File: src/rtl/game_pkg.sv
// rtl/game_pkg.sv - Scan-code constants and PS/2 frame state for the keypad front end
package game_pkg;

  localparam logic [7:0] SC_EXT   = 8'hE0;
  localparam logic [7:0] SC_BRK   = 8'hF0;
  localparam logic [7:0] SC_ENTER = 8'h5A;
  localparam logic [7:0] SC_P     = 8'h4D;
  localparam logic [7:0] SC_UP    = 8'h75;
  localparam logic [7:0] SC_DOWN  = 8'h72;
  localparam logic [7:0] SC_LEFT  = 8'h6B;
  localparam logic [7:0] SC_RIGHT = 8'h74;
  localparam logic [7:0] SC_W     = 8'h1D;
  localparam logic [7:0] SC_A     = 8'h1C;
  localparam logic [7:0] SC_S     = 8'h1B;
  localparam logic [7:0] SC_D     = 8'h23;

  typedef enum logic [1:0] {
    IDLE   = 2'd0,
    DATA   = 2'd1,
    PARITY = 2'd2,
    STOP   = 2'd3
  } rx_state_t;

endpackage

File: src/rtl/ps2_rx.sv
// rtl/ps2_rx.sv - PS/2 line synchronizer, falling-edge sampler, frame FSM and timeout
module ps2_rx
  import game_pkg::*;
#(
  parameter int SYNC_STAGES    = 2,
  parameter int TIMEOUT_CYCLES = 20000
) (
  input  logic       clk,
  input  logic       rst,
  input  logic       i_ps2_clk,
  input  logic       i_ps2_data,
  output logic [7:0] o_byte,
  output logic       o_byte_valid,
  output logic       o_frame_err
);

  localparam int CW = $clog2(TIMEOUT_CYCLES + 1);

  logic [SYNC_STAGES-1:0] r_clk_sync;
  logic [SYNC_STAGES-1:0] r_data_sync;
  logic                   r_clk_prev;
  logic                   w_fall;
  logic                   w_data;

  rx_state_t r_state;
  logic [2:0]    r_bit_cnt;
  logic [7:0]    r_shift;
  logic          r_parity;
  logic [CW-1:0] r_tmo_cnt;

  // Synchronize both pins; idle PS/2 lines are high, so reset to 1 to avoid a false edge
  always_ff @(posedge clk) begin
    if (rst) begin
      r_clk_sync  <= '1;
      r_data_sync <= '1;
      r_clk_prev  <= 1'b1;
    end else begin
      r_clk_sync  <= {r_clk_sync[SYNC_STAGES-2:0], i_ps2_clk};
      r_data_sync <= {r_data_sync[SYNC_STAGES-2:0], i_ps2_data};
      r_clk_prev  <= r_clk_sync[SYNC_STAGES-1];
    end
  end

  assign w_fall = r_clk_prev & ~r_clk_sync[SYNC_STAGES-1];
  assign w_data = r_data_sync[SYNC_STAGES-1];

  // Frame FSM: one bit per falling edge, timeout aborts a stalled partial frame
  always_ff @(posedge clk) begin
    if (rst) begin
      r_state      <= IDLE;
      r_bit_cnt    <= 3'd0;
      r_shift      <= 8'd0;
      r_parity     <= 1'b0;
      r_tmo_cnt    <= '0;
      o_byte       <= 8'd0;
      o_byte_valid <= 1'b0;
      o_frame_err  <= 1'b0;
    end else begin
      o_byte_valid <= 1'b0;
      o_frame_err  <= 1'b0;

      if (r_state == IDLE || w_fall) r_tmo_cnt <= '0;
      else                           r_tmo_cnt <= r_tmo_cnt + 1'b1;

      if (r_state != IDLE && !w_fall && r_tmo_cnt == CW'(TIMEOUT_CYCLES - 1)) begin
        o_frame_err <= 1'b1;
        r_state     <= IDLE;
      end else if (w_fall) begin
        case (r_state)
          IDLE: begin
            if (!w_data) begin
              r_state   <= DATA;
              r_bit_cnt <= 3'd0;
            end else begin
              o_frame_err <= 1'b1;
            end
          end
          DATA: begin
            r_shift <= {w_data, r_shift[7:1]};
            if (r_bit_cnt == 3'd7) r_state   <= PARITY;
            else                   r_bit_cnt <= r_bit_cnt + 3'd1;
          end
          PARITY: begin
            r_parity <= w_data;
            r_state  <= STOP;
          end
          STOP: begin
            if (w_data && (^{r_shift, r_parity})) begin
              o_byte       <= r_shift;
              o_byte_valid <= 1'b1;
            end else begin
              o_frame_err <= 1'b1;
            end
            r_state <= IDLE;
          end
          default: r_state <= IDLE;
        endcase
      end
    end
  end

endmodule

File: src/rtl/ps2_keypad.sv
// rtl/ps2_keypad.sv - Set-2 scan-code decoder to game key levels/pulses; PS2_WASD_ALIAS_EN adds WASD aliases
module ps2_keypad
  import game_pkg::*;
#(
  parameter int SYNC_STAGES    = 2,
  parameter int TIMEOUT_CYCLES = 20000
) (
  input  logic clk,
  input  logic rst,
  input  logic ps2_clk,
  input  logic ps2_data,
  output logic enter,
  output logic pause,
  output logic up,
  output logic down,
  output logic left,
  output logic right,
  output logic enter_press,
  output logic pause_press,
  output logic frame_err
);

  logic [7:0] w_byte;
  logic       w_byte_valid;
  logic       w_frame_err;

  logic r_ext, r_brk;
  logic r_enter, r_pause;
  logic r_up, r_down, r_left, r_right;
  logic r_enter_press, r_pause_press;
`ifdef PS2_WASD_ALIAS_EN
  logic r_up_wasd, r_down_wasd, r_left_wasd, r_right_wasd;
`endif

  ps2_rx #(
    .SYNC_STAGES    (SYNC_STAGES),
    .TIMEOUT_CYCLES (TIMEOUT_CYCLES)
  ) u_rx (
    .clk          (clk),
    .rst          (rst),
    .i_ps2_clk    (ps2_clk),
    .i_ps2_data   (ps2_data),
    .o_byte       (w_byte),
    .o_byte_valid (w_byte_valid),
    .o_frame_err  (w_frame_err)
  );

  // Decode prefixes and codes into held levels; presses fire only on a low-to-high level change
  always_ff @(posedge clk) begin
    if (rst) begin
      r_ext         <= 1'b0;
      r_brk         <= 1'b0;
      r_enter       <= 1'b0;
      r_pause       <= 1'b0;
      r_up          <= 1'b0;
      r_down        <= 1'b0;
      r_left        <= 1'b0;
      r_right       <= 1'b0;
      r_enter_press <= 1'b0;
      r_pause_press <= 1'b0;
`ifdef PS2_WASD_ALIAS_EN
      r_up_wasd     <= 1'b0;
      r_down_wasd   <= 1'b0;
      r_left_wasd   <= 1'b0;
      r_right_wasd  <= 1'b0;
`endif
    end else begin
      r_enter_press <= 1'b0;
      r_pause_press <= 1'b0;
      if (w_frame_err) begin
        r_ext <= 1'b0;
        r_brk <= 1'b0;
      end else if (w_byte_valid) begin
        if (w_byte == SC_EXT) begin
          r_ext <= 1'b1;
        end else if (w_byte == SC_BRK) begin
          r_brk <= 1'b1;
        end else begin
          r_ext <= 1'b0;
          r_brk <= 1'b0;
          if (!r_ext) begin
            case (w_byte)
              SC_ENTER: begin
                r_enter       <= !r_brk;
                r_enter_press <= !r_brk && !r_enter;
              end
              SC_P: begin
                r_pause       <= !r_brk;
                r_pause_press <= !r_brk && !r_pause;
              end
`ifdef PS2_WASD_ALIAS_EN
              SC_W:    r_up_wasd    <= !r_brk;
              SC_S:    r_down_wasd  <= !r_brk;
              SC_A:    r_left_wasd  <= !r_brk;
              SC_D:    r_right_wasd <= !r_brk;
`endif
              default: ;
            endcase
          end else begin
            case (w_byte)
              SC_UP:    r_up    <= !r_brk;
              SC_DOWN:  r_down  <= !r_brk;
              SC_LEFT:  r_left  <= !r_brk;
              SC_RIGHT: r_right <= !r_brk;
              default: ;
            endcase
          end
        end
      end
    end
  end

  assign enter       = r_enter;
  assign pause       = r_pause;
  assign enter_press = r_enter_press;
  assign pause_press = r_pause_press;
  assign frame_err   = w_frame_err;
`ifdef PS2_WASD_ALIAS_EN
  assign up    = r_up    | r_up_wasd;
  assign down  = r_down  | r_down_wasd;
  assign left  = r_left  | r_left_wasd;
  assign right = r_right | r_right_wasd;
`else
  assign up    = r_up;
  assign down  = r_down;
  assign left  = r_left;
  assign right = r_right;
`endif

endmodule

File: config.mk
export PLATFORM = sky130hd
export DESIGN_NAME = ps2_keypad
export DESIGN_NICKNAME = d
export VERILOG_FILES = /design/src/rtl/game_pkg.sv /design/src/rtl/ps2_rx.sv /design/src/rtl/ps2_keypad.sv
export SDC_FILE = /design/constraint.sdc
export NUM_CORES = 1
export LEC_CHECK = 0
export CAP_MARGIN = 40
export CORE_UTILIZATION = 40
export DETAILED_ROUTE_END_ITERATION = 6
export SETUP_SLACK_MARGIN = 0.3
export SYNTH_ARGS = -nofsm -noshare
export SYNTH_HDL_FRONTEND = slang
export SYNTH_SLANG_ARGS = --single-unit
File: constraint.sdc
create_clock -name clk -period 2.1 [get_ports clk]
set_input_delay 0.525 -clock clk [delete_from_list [all_inputs] [get_ports clk]]
set_output_delay 0.525 -clock clk [all_outputs]
set_load 0.005 [all_outputs]
==> impl_summary.md, run 1 <==
Yosys
The synthesized-area fraction occupied by ao, oa, aoi and oai cells is under 10%. The combined area of all synthesized cells is ~2300 um2. By area, the combinational part of the netlist is dominated by simple AND/OR/NAND/NOR gates. The synthesized netlist devotes 4.30% of its cell area to adder and majority cells. The main flop type after synthesis is dfxtp_1.

During synthesis, Yosys emitted a total of 0 warnings. The count of flip-flops with a built-in enable after synthesis is 0. Yosys mapped the design onto 40 distinct sky130hd cell types. The simple-gate share of the synthesized area is 22.5%. In the synthesized netlist the async set-or-reset flop fraction comes to 0%. The number of flip-flops and latches in the synthesized netlist is 54. For this run, the register share of the synthesized area comes to between 40 and 50%. The synthesized netlist net count is 258. Measured against the total synthesized area, the mux share comes to about a tenth. Synthesis handed over a netlist of about 250 instances. The xor and xnor area share after synthesis is just over 8%.

In this run the mean area of a mapped cell was 9.47 um2.

Route
The routed length on met3 is approximately 110 um. The post-detailed-route DRC marker count is 0. The total number of vias is around 1700. Dividing the detail-routed wire length by the instance count gives about 12 um. The iteration count of the initial detailed-routing pass is 4. The detailed-route vias per instance is just under 5. The uppermost signal routing layer after detailed routing is met4.

The met1 wire length is around 2.0 mm. The total routed wirelength is approximately 4 mm. The count of antenna-violating nets left after detailed routing is 0. The total met2 wirelength after detailed routing is roughly 1.8 mm. For this block, the initial DRC count from the detailed router was 39.

STA
Between clock sinks in the finished design, the worst skew comes to around 10 ps. Adding up every negative setup slack in the final design gives 0 ps. In the post-route analysis, the smallest setup slack over all paths is 371 ps. The final critical-path required period is 1730 ps. The period utilization is around 82%. Headroom to the max-slew limit came out at between 60% and 70%. The final number of setup-violating endpoints is 0. The maximum achievable frequency is between 500 and 600 MHz.

The number of max-slew violations in the final report is 0. The transition time at the pin with the least slew margin is approximately 490 ps. The final number of hold-violating endpoints is 0. Setup repair after global routing could not meet its margin everywhere.

Pwr
The total net switching power is 367 uW. The clock network burns 36.6% of the power. The sequential group share of total power is between 60% and 70%. Per report_power, the combinational group accounts for about 2.2% of the total. The peak supply drop is 0.270 mV. Dividing total power by cell area gives a power density of approximately 630 nW/um2. The internal power summed over all cells is 1320 uW.

For this design the static power due to leakage is 0.00107 uW. The switching portion of total power is a little over a fifth. Power comes to between 1500 and 2000 uW.

Placement
The count of input and output buffers is 12. Prior to clock tree synthesis, the placed netlist has a worst setup slack of approximately 230 ps. The HPWL after detailed placement is roughly 2.9 mm. The global placement routability congestion is between 0.8 and 0.9.

CTS
The clock latency of the later-clocked register in the worst-skew pair is 310 ps. The count of hold-fix buffers inserted at cts is 0. The CTS buffer count is 5. The clock tree synthesis step divided the H-tree into 2 levels. The total number of clock tree sinks is 54. The root buffer cell chosen for the clock tree is clkbuf_8. TritonCTS built the clock tree. Counting along the longest clock path gives a buffer depth of 2. The register clock-pin slew on the reported worst setup and hold paths is approximately 100 ps.

Worst setup path
The required time of the worst setup path is 2330 ps. STA classifies the critical path startpoint as a flip-flop. In this run the worst path has a maximum fanout of 6. The critical path class is reg -> reg. At the worst endpoint, the arrival time is between 1500 and 2000 ps. The worst setup path is captured at a flip-flop.

GRT
The global routing usage summed across all routing layers is 14.8%. The leftover overflow at the end of global routing is 0. The number of global-route vias before repair is between 1500 and 2000. The initial antenna violation count is 0. The first global-routing pass estimated just over 7 mm of wire. The largest net degree at the start of global routing is 26.

Die
The vertical die dimension is between 70 and 80 um. The area inside the core boundary is 5570 um2. The total die area is between 6000 and 7000 um2. The number of placement rows is 27.

The initial utilization of the core area, before any placement, comes to a little over two fifths. 13 I/O pins were placed. The floorplan step set the die width to ~80 um.

Final layout
The number of antenna diodes is 0. After the last flow step, the layout net total stands at roughly 270. The filler cell count in the final layout is ~550. Relative to the synthesized area, the layout overhead comes to 15.4%.

Of the cells placed in the final design, the portion with a size suffix greater than 1 is 11.0%.

Outcome
The flow ran to the end, and the final reports show no timing, DRC or antenna violations.

Run
Across the run, the number of max-cap violations was 0.

Worst hold path
The tightest min-delay check is of the reg -> reg type.
## power groups by stage
stage	Sequential [uW]	Combinational (uW)	Clock, uW
floorplan	1050	23.8	0
global placement	1060	37.9	0
detailed placement	1060	37.7	0
CTS	1030	38.1	641
global route	1030	42.6	685
finish	1030	37.6	616
## worst max-delay path, stage by stage, from the launching register on
cell and delay (ps):
dfxtp_1 340, inv_1 60, or4b_1 520, nor3_2 370, a21oi_1 120, a311oi_1 230
## what timing repair did
item,4_1_cts,5_1_grt
buffers inserted,1,0
pin swaps,0,2
hold endpoints to repair,0,0
gates cloned,0,0
gates resized for setup,1,7
setup endpoints to repair,9,14
## metal layers
layer / global-route usage [%] / vias up
met5: 0 / -
met1: 17.7 / 759
met4: 7.59 / 0
met2: 25.2 / 18
met3: 2.91 / 7
li1: - / 873
## cell usage in the layout, fill, tap and decap left out, drive strengths merged, types with 6 or more instances in the layout
cell type,synthesis,routed
a21oi,8,8
clkbuf,7,6
clkdlybuf4s50,0,12
dfxtp,54,54
ha,8,8
inv,9,10
mux2i,21,21
nand2,15,15
nand3,7,7
nor2,45,45
nor4,6,6
or2,6,6
xnor2,8,8
xor2,8,8
## worst paths after layout
| kind | startpoint | end | slack [ps] | cells after the start |
|---|---|---|---|---|
| max | u_rx.o_byte[4] | down | 370 | 5 |
| max reg2reg | u_rx.o_byte[4] | down | 370 | 5 |
| min | u_rx.r_clk_sync[0] | u_rx.r_clk_sync[1] | 420 | 1 |
| min reg2reg | u_rx.r_clk_sync[0] | u_rx.r_clk_sync[1] | 420 | 1 |
## Yosys cell counts (all sizes together) (3+ instances only)
cell    number  area share (%)
a21oi        8             1.7
clkbuf       7             1.1
dfxtp       54              46
ha           8             4.3
inv          9             1.4
mux2i       21             9.6
nand2       15             2.4
nand3        7             1.5
nand3b       3            0.97
nand4        3            0.81
nor2        45             7.3
nor2b        4             1.1
nor3         4             1.1
nor4         6             1.6
or2          6             1.6
or3          3            0.81
xnor2        8             3.0
xor2         8             3.0
## registers in the layout, summed over array words and instances, names as in the netlist, 2 cells and up
register          cells
u_rx.r_clk_sync       2
u_rx.r_tmo_cnt       15
u_rx.r_shift          8
u_rx.r_data_sync      2
u_rx.o_byte           8
u_rx.r_state          2
u_rx.r_bit_cnt        3
## layout make-up
type | instances | area (um2) | area share, %
inverters | 9 | 33.8 | 1.26
flip-flops and latches | 54 | 1080 | 40.3
multi-input cells | 175 | 1210 | 45.0
repair buffers | 17 | 170 | 6.33
clock inverters | 2 | 16.3 | 0.605
well taps | 72 | 90.1 | 3.35
clock buffers | 6 | 82.6 | 3.07
## cells by family after synthesis
family / count (synthesis)
AOI/OAI and AO/OA: 22
xor gates and xnor gates: 18
adders and majority gates: 8
buffers and inverters: 17
DFF: 54
muxes: 21
and+or+nand+nor: 106
## per-stage QoR
stage | utilization [%] | area [um2] | instances | hold slack [ps]
after floorplan | - | 2330 | 246 | 389
after global placement | 45.6 | 2540 | 326 | 391
after detailed placement | 45.6 | 2540 | 326 | 397
after CTS | 47.7 | 2660 | 335 | 424
after global routing | 48.2 | 2690 | 335 | 441
final | 48.2 | 2690 | 335 | 419
Note: power is estimated with default switching activity, not from simulation.
==> run 2, diff against run 1 <==
==> constraint.sdc (replaced) <==
create_clock -name clk -period 1.5 [get_ports clk]
set_input_delay 0.375 -clock clk [delete_from_list [all_inputs] [get_ports clk]]
set_output_delay 0.375 -clock clk [all_outputs]
set_load 0.005 [all_outputs]
==> impl_summary.md, run 2 (synthesis gave the netlist of run 1 again) <==
STA
The period utilization is 113%. The final number of setup-violating endpoints is 15. Setup repair after global routing could not meet its margin everywhere. Across all setup checks in the final design, the least slack found is -188 ps. The transition time at the pin with the least slew margin is around 430 ps. The final critical-path required period is about 1700 ps. The final number of hold-violating endpoints is 0.

The sum of negative setup slack is -1910 ps. The maximum achievable frequency is 592 MHz. Between clock sinks in the finished design, the worst skew comes to slightly below 6 ps. The headroom to the max-slew limit is 71.2%. The number of max-slew violations in the final report is 0.

Worst setup path
STA classifies the critical path endpoint as a flip-flop. Traced cell by cell, the critical path runs through xnor2_2, xnor3_2, mux2i_4, buf_12, mux2i_1, nor2_1. The critical path in this run is classified as reg -> reg. The worst register-to-register path begins at u_rx.r_shift[0]. In this run the worst setup path terminates at u_rx.o_byte[4]. The slowest stage of the critical path is the xnor3_2 cell. The number of cells traversed by the worst register-to-register path is 6. The most critical setup path has its startpoint at u_rx.r_shift[0]. The kind of start point of the critical path is a flip-flop.

The longest individual stage delay on the worst path is about 480 ps. The required time of the worst setup path is approximately 1700 ps. Setup slack on the worst reg-to-reg path comes out at -190 ps.

Along the worst path, the maximum fanout reaches 9. The arrival time reported for the critical path endpoint is approximately 1900 ps. The capture instance of the worst register-to-register path is u_rx.o_byte[4].

Die
In this run the core area contains 27 standard-cell rows. The core region is roughly 5600 um2. 13 I/O pins were placed. In this run the horizontal extent of the chip is around 80 um. The floorplan step defined a die boundary enclosing 6130 um2.

For this configuration, the core starts out at a cell density of 41.8%. Measured along the y axis, the die boundary spans between 70 and 80 um.

GRT
The first global-routing pass estimated 8.34 mm of wire. The initial antenna violation count is 0. Entering global routing, the biggest net connects 26 pins. After global routing the overflow that remains totals 0. The number of global-route vias before repair came to roughly 1900. The global routing usage summed across all routing layers is between 15 and 20%.

Route
The detail route stage leaves a number of antenna-violating nets equal to 0. The total routed wirelength is 5.08 mm. The initial DRC count is just under 60. The total number of vias is around 1900. The iteration count of the initial detailed-routing pass is 4.

The post-detailed-route DRC marker count is 0. The detailed-route vias per instance is 4.95. After detailed routing, the average wire length per cell comes to about 13 um.

Final layout
The footprint of the flip-flops and latches is approximately 1100 um2. Excluding fillers, the count of instances in the completed layout stands at about 390. The signed area change from the synthesized netlist to the final layout is 49.7%.

The largest registers in the layout are u_rx.r_tmo_cnt: 15 flops, u_rx.o_byte: 8 flops, u_rx.r_shift: 8 flops. The register with the most flip-flops in the layout has 15 of them. Counting the fill cells in the layout gives ~470. The net count of the finished layout is ~330.

The design area is 3490 um2. Leaving out fill and tap cells, the most frequent cells in the layout are buf_4, nor2_1, dfxtp_1. u_rx.r_tmo_cnt holds more flip-flops than any other register. The post-route netlist has between 50% and 60% of its cells at a drive strength greater than 1.

The number of antenna diodes in the final layout is 0. The most common cell after layout, fill and taps aside is buf_4. In the final layout, the multi-input gates occupy about 1600 um2.

CTS
The number of H-tree levels is 2. For this design, the CTS-stage hold fixing added 0 buffers. For this design, the sink count on the clock tree is 54. The worst-case clock buffer depth is 2. The clock latency of the later-clocked register in the worst-skew pair is about 300 ps.

The cell chosen for the clock root is clkbuf_8. The CTS buffer count is 5. The TritonCTS clock tree is done. The register clock-pin slew on the reported worst setup and hold paths is about 90 ps.

Placement
Input and output buffers added on the ports amount to 12. Counting tap cells, the placed design contains a total of ~360 instances. After detailed placement, the total cell area comes to 2910 um2. Summed over all nets, the half-perimeter wirelength after detailed placement is roughly 3.2 mm. The global placement routability congestion is 0.780. At the placement stage, the worst setup path has a slack of -148 ps.

Pwr
The cell leakage power is approximately 0.0015 uW. The total power is between 2000 and 2500 uW. The peak supply drop is 0.514 mV. The power density of the placed cells is approximately 670 nW/um2.

Outcome
The flow ran to the end, but the final reports show violations. The final reports fail on negative setup slack.

Run
The number of max-cap violations is 0.

Worst hold path
The startpoint identified for the worst hold timing path is u_rx.r_data_sync[0]. The worst hold path belongs to the class reg -> reg.
[run 2: worst min-delay path by stage]
stage                                endpoint  depth (start not counted)  slack, ps
after floorplan            u_rx.r_clk_sync[1]                          1        390
after global placement    u_rx.r_data_sync[1]                          1        390
after detailed placement  u_rx.r_data_sync[1]                          1        400
after CTS                 u_rx.r_data_sync[1]                          1        420
after global routing      u_rx.r_data_sync[1]                          1        420
final                     u_rx.r_data_sync[1]                          1        420
[run 2: worst max-delay path: cells and delay by family (launching register included)]
family / cells / cell delay (ps)
muxes: 2 / 390
DFF: 1 / 340
xor gates and xnor gates: 2 / 630
and+or+nand+nor: 1 / 50
buffers and inverters: 1 / 160
[run 2: what timing repair did]
action                     4_1_cts  5_1_grt
gates cloned                     1        0
buffers inserted                16        5
resized for setup               82       49
setup endpoints to repair       57       48
pin swaps                       35       20
[run 2: where the power goes]
group | switching, uW | total (uW) | internal, uW
Clock | 453 | 826 | 373
Sequential | 4.50 | 1440 | 1430
Combinational | 41.1 | 82.7 | 41.6
Total | 498 | 2350 | 1850
[run 2: final cells by class]
cell class,instances,area share (%)
Inverter,9,1.18
Tap cell,72,2.58
Multi-Input combinational cell,175,44.7
Clock buffer,7,2.48
Clock inverter,1,0.144
Sequential cell,54,32.3
Timing Repair Buffer,69,16.6
[run 2: per-layer routing]
metal,part of all wire (%),GRT usage [%],vias up
met3,2.4,3.60,11
met5,0,0,-
met1,45,20.1,901
li1,-,-,979
met2,51,31.6,24
met4,1.4,5.56,0
[run 2: through the flow]
step	hold slack, ps	util (%)
6_report	416	62.6
3_3_place_gp	394	52.2
2_1_floorplan	389	-
3_5_place_dp	395	52.2
4_1_cts	417	58.5
5_1_grt	424	62.6
==> run 3, diff against run 2 <==
--- a/config.mk
+++ b/config.mk
@@ -6,6 +6,7 @@
 export NUM_CORES = 1
 export LEC_CHECK = 0
 export CAP_MARGIN = 40
+export CORE_MARGIN = 4
 export CORE_UTILIZATION = 40
 export DETAILED_ROUTE_END_ITERATION = 6
 export SETUP_SLACK_MARGIN = 0.3
==> impl_summary.md, run 3 (synthesis gave the netlist of run 1 again) <==
Outcome
The flow ran to the end, but the final reports show violations. The final reports fail on negative setup slack.

GRT
The wire length of the first global-routing pass is 8.58 mm. The initial antenna violation count is 0. The leftover overflow at the end of global routing is 0. The largest net degree at the start of global routing is 19. The global routing usage summed across all routing layers is 14.8%.

The number of global-route vias before repair is 1900.

Placement
The count of input and output buffers is 12. Detailed placement ended at an HPWL of 3.39 mm. The global placement routability congestion is between 0.7 and 0.8. At the placement stage, the worst setup path has a slack of -162 ps.

Die
The die is between 80 and 90 um tall. The die span in x is 84.3 um. During I/O placement, the number of pins put on the boundary was 13. The region available for standard cell placement spans between 5000 and 6000 um2. The total die area is 7110 um2. The number of placement rows is 27.

The initial utilization of the core area, before any placement, comes to 41.8%.

Final layout
The count of nets after finishing is around 320. The largest registers in the layout are u_rx.r_tmo_cnt: 15 flops, u_rx.o_byte: 8 flops, u_rx.r_shift: 8 flops. Of the cells placed in the final design, the portion with a size suffix greater than 1 is around half. The number of antenna diodes is 0.

In the layout the commonest cells are buf_4, dfxtp_1, nor2_1. The signed area change from the synthesized netlist to the final layout is 52.4%. The largest register by flop count is u_rx.r_tmo_cnt. The most common cell after layout, fill and taps aside is buf_4. The number of flip-flops in the largest register is 15.

Route
The count of nets left with antenna violations once routing finished came out at 0. The total routed wirelength is between 5 and 6 mm. The average detailed-routed wire length per instance is approximately 14 um. The routed layout has 1930 vias. The detailed router finished its first iteration with 62 violations. For this run, design rule violations remaining after detail routing come to 0.

Using the TritonRoute via totals, the vias-per-cell ratio works out to 5.04. The iteration count of the initial detailed-routing pass is 5.

STA
The least setup slack across all paths after layout is -224 ps. For this run, the top clock speed supported by timing is 580 MHz. Measured against its own limit, the worst slew margin works out to roughly 69%. The final number of hold-violating endpoints came to 0. Between clock sinks in the finished design, the worst skew comes to roughly 16 ps. At the pin with the least slew margin, the transition time is between 400 and 500 ps. Setup repair after global routing could not meet its margin everywhere. The final critical-path required period is around 1700 ps. The number of max-slew violations in the final report is 0. Setup total negative slack on the finished layout was measured at -2080 ps.

The final number of setup-violating endpoints is 17. The period utilization is 115%.

Run
The number of max-cap violations is 0.

CTS
The worst-case clock buffer depth is 2. The tree is rooted in a clkbuf_8. The total number of clock tree sinks is 54.

The number of H-tree levels is 2. The clock latency of the later-clocked register in the worst-skew pair is between 300 and 400 ps. The register clock-pin slew on the reported worst setup and hold paths is about 110 ps.

Clock tree synthesis inserted a total of 5 buffers. The TritonCTS clock tree is done.

Worst hold path
The launch point of the worst hold path is u_rx.r_clk_sync[0]. The min-delay analysis places its worst path in the category reg -> reg.

Worst setup path
In this run the worst path has a maximum fanout of 6. The worst-path cell with the longest stage delay is or4b_4. The startpoint of the worst register-to-register path is u_rx.o_byte[4]. The number of buffers and inverters on the critical path is 1. The arrival time reported for the critical path endpoint is around 1900 ps. The worst setup path is of the reg -> reg kind. The launch point of the critical path is u_rx.o_byte[4]. The kind of start point of the critical path is a flip-flop.

The sort of element at the end of the critical path is a flip-flop. Traced cell by cell, the critical path runs through inv_1, or4b_4, nor3_4, a21oi_1, a311oi_1. For this run, the slowest stage of the critical path takes 530 ps. The cell type group with the largest total delay on the critical path is simple AND/OR/NAND/NOR gates. Data on the critical path is required at its endpoint by between 1500 and 2000 ps.

Pwr
The peak supply drop is 0.386 mV. The cell leakage power is roughly 0.0015 uW. The power density of the placed cells is just over 700 nW/um2.
-- run 3: layer usage --
metal	track usage, %	routed length [um]	vias up
li1	-	-	973
met1	18.0	2320	909
met2	25.3	2690	33
met3	4.02	171	15
met4	5.12	152	0
met5	0	0	-
-- run 3: power breakdown --
part	internal (uW)	switching, uW	total [uW]
clock network	510	506	1020
registers	1430	4.17	1440
logic	42.0	42.5	84.5
total	1980	553	2540
-- run 3: area by class of cell --
cell class	count	area, um2
clock buffer	5	68.8
inverter	9	41.3
multi-input combinational	175	1630
timing repair buffer	65	559
fill	447	2020
clock inverter	3	47.5
sequential	54	1120
tap	72	90.1
-- run 3: repair_timing --
item	in CTS	in global routing
setup buffers	12	6
gates resized for setup	82	60
gates cloned	1	0
pin swaps	30	26
endpoints found under the setup margin	57	50
hold buffers	0	0
-- run 3: worst paths after layout --
path                        end  slack, ps  depth (start not counted)
max                        down       -220                          5
min          u_rx.r_clk_sync[1]        420                          1
max reg2reg                down       -220                          5
min reg2reg  u_rx.r_clk_sync[1]        420                          1
-- run 3: worst reg2reg max path, cell delays in order (launching register included) --
cell and delay [ps]:
dfxtp_1 340, inv_1 50, or4b_4 530, nor3_4 280
a21oi_1 130, a311oi_1 300
-- run 3: through the flow --
| stage | util [%] | instance area, um2 | total power [uW] | std cells | hold slack [ps] |
|---|---|---|---|---|---|
| 2_1_floorplan | - | 2460 | 1510 | 246 | 389 |
| 3_3_place_gp | 52.0 | 2900 | 1540 | 356 | 392 |
| 3_5_place_dp | 52.0 | 2900 | 1540 | 356 | 398 |
| 4_1_cts | 58.1 | 3240 | 2550 | 377 | 424 |
| 5_1_grt | 63.7 | 3550 | 2640 | 383 | 445 |
| 6_report | 63.7 | 3550 | 2540 | 383 | 419 |
